### src/rtl/ula_ctrl.sv
// 8-bit ALU with accumulator and a valid/ready handshake; one result held until taken.
// Define ULA_FLAGS_EN to build the {n, c, z} flag logic; otherwise flags read 000.
module ula_ctrl (
  input  logic       clk,
  input  logic       rst,
  input  logic       in_valid,
  output logic       in_ready,
  input  logic [2:0] sel,
  input  logic       use_acc,
  input  logic [7:0] a_in,
  input  logic [7:0] b_in,
  input  logic       wr_acc,
  output logic       out_valid,
  input  logic       out_ready,
  output logic [7:0] out,
  output logic [2:0] flags,
  output logic       err,
  output logic [7:0] acc
);

  typedef enum logic {IDLE, HOLD} state_t;

  state_t     state_q, state_d;
  logic [7:0] out_q, out_d;
  logic       err_q, err_d;
  logic [7:0] acc_q, acc_d;
  logic [7:0] opA;
  logic [7:0] res;
  logic       illegal;
`ifdef ULA_FLAGS_EN
  logic       carry;
  logic [2:0] flags_q, flags_d;
`endif

  // Operand a is the accumulator value from before this edge's write-back.
  always_comb begin
    opA     = use_acc ? acc_q : a_in;
    res     = 8'd0;
    illegal = 1'b0;
`ifdef ULA_FLAGS_EN
    carry   = 1'b0;
`endif
    case (sel)
      3'b000: begin
`ifdef ULA_FLAGS_EN
        {carry, res} = {1'b0, opA} + {1'b0, b_in};
`else
        res = opA + b_in;
`endif
      end
      3'b001: begin
`ifdef ULA_FLAGS_EN
        {carry, res} = {1'b0, opA} - {1'b0, b_in};
`else
        res = opA - b_in;
`endif
      end
      3'b010:  res = opA & b_in;
      3'b011:  res = opA | b_in;
      3'b100:  res = opA ^ b_in;
      3'b101:  res = ~opA;
      default: illegal = 1'b1;
    endcase
  end

  always_comb begin
    state_d = state_q;
    out_d   = out_q;
    err_d   = err_q;
    acc_d   = acc_q;
`ifdef ULA_FLAGS_EN
    flags_d = flags_q;
`endif
    case (state_q)
      IDLE: begin
        if (in_valid) begin
          state_d = HOLD;
          out_d   = illegal ? 8'd0 : res;
          err_d   = illegal;
          if (wr_acc && !illegal) acc_d = res;
`ifdef ULA_FLAGS_EN
          flags_d = illegal ? 3'b000 : {res[7], carry, (res == 8'd0)};
`endif
        end
      end
      HOLD: begin
        if (out_ready) state_d = IDLE;
      end
      default: state_d = IDLE;
    endcase
  end

  always_ff @(posedge clk or posedge rst) begin
    if (rst) begin
      state_q <= IDLE;
      out_q   <= 8'd0;
      err_q   <= 1'b0;
      acc_q   <= 8'd0;
`ifdef ULA_FLAGS_EN
      flags_q <= 3'b000;
`endif
    end else begin
      state_q <= state_d;
      out_q   <= out_d;
      err_q   <= err_d;
      acc_q   <= acc_d;
`ifdef ULA_FLAGS_EN
      flags_q <= flags_d;
`endif
    end
  end

  assign in_ready  = (state_q == IDLE);
  assign out_valid = (state_q == HOLD);
  assign out       = out_q;
  assign err       = err_q;
  assign acc       = acc_q;
`ifdef ULA_FLAGS_EN
  assign flags     = flags_q;
`else
  assign flags     = 3'b000;
`endif

endmodule

### config.mk
export PLATFORM = sky130hd
export DESIGN_NAME = ula_ctrl
export DESIGN_NICKNAME = d
export VERILOG_FILES = /design/src/rtl/ula_ctrl.sv
export SDC_FILE = /design/constraint.sdc
export NUM_CORES = 1
export LEC_CHECK = 0
export CAP_MARGIN = 20
export CORE_MARGIN = 8
export CORE_UTILIZATION = 25
export DETAILED_ROUTE_END_ITERATION = 8
export GPL_ROUTABILITY_DRIVEN = 0
export SLEW_MARGIN = 20
export SYNTH_ARGS = -nofsm -noshare
export SYNTH_HDL_FRONTEND = slang
export SYNTH_SLANG_ARGS = --single-unit
### constraint.sdc
create_clock -name clk -period 2.5 [get_ports clk]
set_input_delay 0.5 -clock clk [delete_from_list [all_inputs] [get_ports clk]]
set_output_delay 0.5 -clock clk [all_outputs]
set_load 0.02 [all_outputs]
==> results.py, run 1 <==
metrics = {
    "outcome": {
        "outcome": "finished clean",
    },
    "route": {
        "drt-vias-per-instance": 4.61,
        "dr_total_vias": 1839,
        "routed_wl_um": 5710,
        "detail_route.wl_per_cell_um": 14.3,
        "total_iterations_of_the_first_detailed_routing_run": 4,
        "drt_drc_violations_left": 0,
        "drtIter0Drc": 74,
        "antenna_left": 0,
    },
    "clocking": {
        "clkSinkCount": 18,
        "clk-insertion-delay-late_ps": 260,
        "clockRootBuffer": "clkbuf_8",
        "cts_tree": "done",
        "cts.reportedPaths.clkPinSlew_ps": 70,
        "number_of_buffers_inserted_during_clock_tree_synthesis": 3,
        "cts-hold-fix-buffers": 0,
        "cts-root-to-sink-buffers": 2,
        "ctsHtreeMaxLevel": 1,
    },
    "sta": {
        "final-setup-viol-count": 0,
        "final_max_slew_viol_count": 0,
        "skew_ps": 2.23,
        "setup_ws_ps": 80.4,
        "tightest_slew_ps": 699,
        "final-hold-violation-count": 0,
        "slew_headroom": 0.534,
        "post-route-period-util": 0.968,
        "finalWorstPathRequiredPeriod_ps": 2420,
        "maximum_clock_frequency_mhz": 413,
        "finalHoldWorstSlack_ps": 495,
    },
    "worst_setup_path": {
        "crit_path_top_delay_cell": "or3_4",
        "endpoint_kind": "flip-flop",
        "critical_path_arrival_ps": 2550,
        "critical_path.startpoint_type": "input pin",
        "setup.worst_path.start": "sel[2]",
        "timing.critical_path.slowest_cell_delay_ps": 390,
        "worstPathCellList": "buf_2 -> nor3b_4 -> buf_4 -> mux2i_2 -> ha_1 -> nand3b_1 -> a21oi_2 -> or3_4 -> a21oi_4 -> o31ai_2",
        "reg2reg_from": "acc[2]",
        "crit_path_max_fanout": 4,
        "worst-endpoint-required_ps": 2630,
        "worstSetupPathType": "in -> reg",
    },
    "yosys": {
        "synth_edf_count": 0,
        "synth.top_cells.by_area": "dfrtp_1 24%, ha_1 17%, mux2i_1 9.6%",
        "postSynthCellCount": 215,
        "synth.yosys.seq_area_share": 0.241,
        "yosys_warnings": 0,
        "avg_synthesized_cell_area_um2": 8.69,
        "synth_area_leader_cell": "dfrtp_1",
        "synth.distinct_cells": 52,
        "yosys.area.top_type_share": 0.241,
        "yosys_register_bits": 18,
        "synthTopCellsByCount": "25 x ha_1, 23 x inv_1, 18 x dfrtp_1, 18 x mux2i_1, 14 x nand2_1",
        "asyncSetResetFlopFracSynth": 1.00,
        "count_leader_synth": "ha_1",
        "yosys_most_used_dff": "dfrtp_1",
        "syn-cell-area_um2": 1870,
    },
    "global_routing": {
        "global_route.usage.total": 0.108,
        "grt_first_pass_wirelength_um": 9000,
        "grt_pass1_vias": 1858,
        "grt_start_max_net_pins": 22,
        "grt_antenna_before_repair": 0,
        "grt.overflow.total": 0,
    },
    "place": {
        "worst_setup_slack_before_clock_tree_synthesis_ps": -658,
        "place_area_um2": 2710,
        "final_hpwl_from_detailed_placement_um": 4510,
        "port_buffers": 43,
    },
    "die": {
        "floorplan.initialDensity": 0.258,
        "rows": 31,
        "die_y_um": 102,
        "die_w_um": 102,
        "die-area_um2": 10500,
        "floorplan.io_pins": 47,
        "floorplan.core_area_um2": 7250,
    },
    "layout": {
        "design.final.nets": 353,
        "diodes": 0,
        "nFillCells": 743,
        "synthToLayoutAreaGrowth_pct": 57.2,
        "stdcell_area_um2": 2940,
        "share_of_cells_above_drive_strength_1": 0.293,
    },
    "worst_hold_path": {
        "hold_path.class": "reg -> reg",
        "hold_path_startpoint": "out[1]",
    },
    "pwr": {
        "ir_drop_worst_vdd_mv": 0.183,
        "power.static_leakage_nw": 1.38,
        "powerDensity_nw_per_um2": 615,
    },
    "run": {
        "number_of_max_cap_violations": 0,
    },
}
==> what timing repair did <==
| action | in CTS | in global routing |
|---|---|---|
| endpoints found under the setup margin | 14 | 11 |
| pin swaps | 15 | 16 |
| hold endpoints to repair | 0 | 0 |
| resized for setup | 32 | 28 |
| buffers inserted | 4 | 1 |
==> cell usage in the layout, fill, tap and decap left out, types with 2 or more instances in the layout <==
cell / count
nor2_1: 12
a22o_1: 2
clkdlybuf4s50_1: 32
buf_6: 4
clkbuf_2: 2
a21oi_1: 7
mux2i_4: 2
a31oi_1: 2
nor3_2: 2
clkbuf_8: 3
inv_2: 2
nand2_1: 14
ha_2: 2
conb_1: 3
a22oi_1: 2
xnor2_1: 9
nand3b_1: 2
a21oi_2: 5
nor2b_1: 3
a31oi_2: 2
dfrtp_1: 18
ha_1: 22
nand2b_1: 3
mux2i_1: 13
buf_4: 43
o31ai_1: 2
o21ai_1: 13
dlygate4sd2_1: 3
dlymetal6s2s_1: 3
mux2i_2: 4
inv_1: 21
a2bb2oi_1: 2
a21o_1: 4
==> report_power, final <==
part	switching (mW)	leakage (nW)	internal [mW]
registers	0.0735	0.225	0.377
clock network	0.0969	0.0216	0.107
logic	0.564	1.13	0.588
==> stage by stage <==
stage,std cells,utilization,setup TNS [ps],power (mW)
3_5_place_dp,391,0.373,-7150,1.51
5_1_grt,399,0.405,-22.9,1.93
3_3_place_gp,391,0.373,-6500,1.49
6_report,399,0.405,0,1.81
2_1_floorplan,217,-,0,1.03
4_1_cts,398,0.396,0,1.77
==> area by class of cell <==
cell class	count	area, um^2	area share
tap	99	124	0.0422
timing repair buffer	91	802	0.273
sequential	18	450	0.153
inverter	23	86.3	0.0294
multi-input combinational	165	1430	0.488
clock buffer	3	41.3	0.0141
==> worst paths after layout <==
kind	end	slack (ps)	cells after the start
setup / recovery	acc[5]	80	10
hold / removal	out[1]	500	2
setup reg to reg	acc[5]	320	8
hold reg to reg	out[1]	500	2
max in group asynchronous	out[0]	1410	2
min in group asynchronous	out[5]	650	2
==> worst max-delay path: cells and delay by family <==
family          cells  cell delay [ps]
simple gates        3              830
mux                 1              280
buf+inv             2              290
fa+ha+maj           1              280
compound gates      3              370
==> cell families after synthesis <==
kind of cell / count (synthesis) / share of synthesized area
AOI/OAI and AO/OA: 59 / 0.208
and+or+nand+nor: 46 / 0.121
buffers and inverters: 34 / 0.0804
adders and majority gates: 26 / 0.178
muxes: 22 / 0.127
DFF: 18 / 0.241
xor gates and xnor gates: 9 / 0.0422
other: 1 / 0.00201
==> registers in the layout (all words and copies together) (netlist names) <==
register / flops
acc: 8
out: 8
err: 1
out_valid: 1
==> per-layer routing <==
metal | up-vias | part of all wire | wire [um] | track usage
met5 | - | 0 | 0 | 0
met4 | 0 | 0.011 | 62 | 0.0339
met3 | 5 | 0.050 | 286 | 0.0150
met2 | 39 | 0.50 | 2880 | 0.192
met1 | 870 | 0.43 | 2480 | 0.130
li1 | 925 | - | - | -
Power figures use the tool's default switching activity.
==> run 2: changes to the inputs <==
==> constraint.sdc (replaced) <==
create_clock -name clk -period 2.5 [get_ports clk]
set_input_delay 0.375 -clock clk [delete_from_list [all_inputs] [get_ports clk]]
set_output_delay 0.375 -clock clk [all_outputs]
set_load 0.02 [all_outputs]
==> results.py, run 2 (synthesis results as in run 1) <==
metrics = {
    "worst_setup_path": {
        "crit_path_top_delay_cell": "clkdlybuf4s50_1",
        "crit_path_max_fanout": 3,
        "worstSetupPathType": "in -> reg",
        "endpoint_kind": "flip-flop",
        "critical_path.reg2reg.endpoint": "out[4]",
        "setup.worst_path.start": "a_in[0]",
        "critical_path.startpoint_type": "input pin",
        "reg2reg_depth": 9,
        "reg2reg_slack_ps": 240,
        "critical_path_arrival_ps": 2520,
        "reg2reg_from": "acc[0]",
        "worstPathCellList": "clkdlybuf4s50_1 -> mux2i_1 -> ha_2 -> inv_1 -> fa_1 -> a21o_1 -> a21oi_2 -> xnor2_1 -> o21ai_1 -> a32o_1",
        "worst-endpoint-required_ps": 2640,
        "timing.critical_path.slowest_cell_delay_ps": 400,
    },
    "layout": {
        "diodes": 0,
        "layout_commonest_cell": "buf_4",
        "synthToLayoutAreaGrowth_pct": 56.4,
        "final_core_utilization": 0.403,
        "most_frequent_cells_in_the_layout": "42 x buf_4, 33 x clkdlybuf4s50_1, 22 x ha_1",
        "design.final.nets": 351,
        "share_of_cells_above_drive_strength_1": 0.252,
    },
    "sta": {
        "finalHoldWorstSlack_ps": 485,
        "grt_setup_unrepaired": "no",
        "maximum_clock_frequency_mhz": 420,
        "final_max_slew_viol_count": 0,
        "slew_headroom": 0.536,
        "final-hold-violation-count": 0,
        "skew_ps": 1.38,
        "final-setup-viol-count": 0,
        "post-route-period-util": 0.953,
        "tightest_slew_ps": 695,
        "finalWorstPathRequiredPeriod_ps": 2380,
    },
    "route": {
        "drt_drc_violations_left": 0,
        "dr_total_vias": 1834,
        "detail_route.wl_per_cell_um": 14.2,
        "metal3_wl_um": 389,
        "total_iterations_of_the_first_detailed_routing_run": 4,
        "drtIter0Drc": 51,
        "routed_wl_um": 5630,
        "route.met2.wl_um": 2520,
        "routedLengthMet1_um": 2710,
        "antenna_left": 0,
        "highest_layer": "met4",
        "drt-vias-per-instance": 4.62,
    },
    "clocking": {
        "cts-root-to-sink-buffers": 2,
        "ctsHtreeMaxLevel": 1,
        "cts-hold-fix-buffers": 0,
        "cts.reportedPaths.clkPinSlew_ps": 60,
        "clockRootBuffer": "clkbuf_8",
        "cts_tree": "done",
        "number_of_buffers_inserted_during_clock_tree_synthesis": 3,
        "clk-insertion-delay-late_ps": 250,
        "clkSinkCount": 18,
    },
    "global_routing": {
        "grt_start_max_net_pins": 22,
        "global_route.usage.total": 0.111,
        "grt_antenna_before_repair": 0,
        "grt_pass1_vias": 1864,
        "grt_first_pass_wirelength_um": 9300,
        "grt.overflow.total": 0,
    },
    "die": {
        "rows": 31,
        "floorplan.core_area_um2": 7250,
        "floorplan.io_pins": 47,
        "floorplan.initialDensity": 0.258,
        "die_w_um": 102,
        "die-area_um2": 10500,
        "die_y_um": 102,
    },
    "worst_hold_path": {
        "number_of_instances_on_the_worst_hold_path": 2,
        "hold_path.class": "reg -> reg",
        "whs_endpoint": "out[5]",
        "hold_path_startpoint": "out[5]",
    },
    "outcome": {
        "outcome": "finished clean",
    },
    "place": {
        "final_hpwl_from_detailed_placement_um": 4540,
        "port_buffers": 43,
    },
    "pwr": {
        "powerDensity_nw_per_um2": 609,
        "ir_drop_worst_vdd_mv": 0.364,
        "power.static_leakage_nw": 1.40,
    },
    "run": {
        "number_of_max_cap_violations": 0,
    },
}
[run 2: routing by layer]
layer,track usage,vias to the layer above
met3,0.0341,2
met4,0.00677,0
met5,0,-
li1,-,919
met1,0.148,871
met2,0.179,42
[run 2: critical path: cells and delay by family]
| kind | cells | cell delay (ps) |
|---|---|---|
| multiplexers | 1 | 210 |
| adder cells (fa/ha/maj) | 2 | 600 |
| AO/OA/AOI/OAI | 4 | 750 |
| XOR/XNOR | 1 | 150 |
| buffers and inverters | 2 | 450 |
[run 2: layout make-up]
class / count / area (um^2)
fill: 722 / 4330
multi-input combinational: 165 / 1420
timing repair buffer: 89 / 801
sequential: 18 / 450
tap: 99 / 124
inverter: 23 / 86.3
clock buffer: 3 / 41.3
[run 2: how the worst max path moves through the flow]
stage	endpoint	slack [ps]
2_1_floorplan	out[4]	20
3_5_place_dp	acc[5]	-480
4_1_cts	out[4]	0.05
3_3_place_gp	acc[5]	-460
5_1_grt	out[4]	3
6_report	out[4]	120
[run 2: what timing repair did]
action,4_1_cts,5_1_grt
pin swaps,10,13
gates resized for setup,18,26
setup buffers,5,1
endpoints found under the setup margin,11,11
[run 2: metrics by stage]
stage	setup TNS [ps]	cells	setup slack, ps	instance area, um^2	total power [mW]
after global routing	0	397	3.21	2920	1.93
after global placement	-4330	388	-457	2670	1.49
after detailed placement	-4830	388	-478	2670	1.50
final	0	397	118	2920	1.78
after CTS	0	396	0.0471	2800	1.76
after floorplan	0	217	16.9	1880	1.02
[run 2: power breakdown]
group          total, mW  internal (mW)  leakage (nW)  switching [mW]
Combinational       1.13          0.583          1.15           0.548
Sequential         0.447          0.377         0.225          0.0696
Clock              0.200          0.107        0.0216          0.0929
==> run 3: changes to the inputs <==
--- a/config.mk
+++ b/config.mk
@@ -10,6 +10,7 @@
 export CORE_UTILIZATION = 25
 export DETAILED_ROUTE_END_ITERATION = 8
 export GPL_ROUTABILITY_DRIVEN = 0
+export HOLD_SLACK_MARGIN = 0.15
 export SLEW_MARGIN = 20
 export SYNTH_ARGS = -nofsm -noshare
 export SYNTH_HDL_FRONTEND = slang
==> results of run 3 <==
The final DEF is identical to that of run 2; final timing and power are the same.
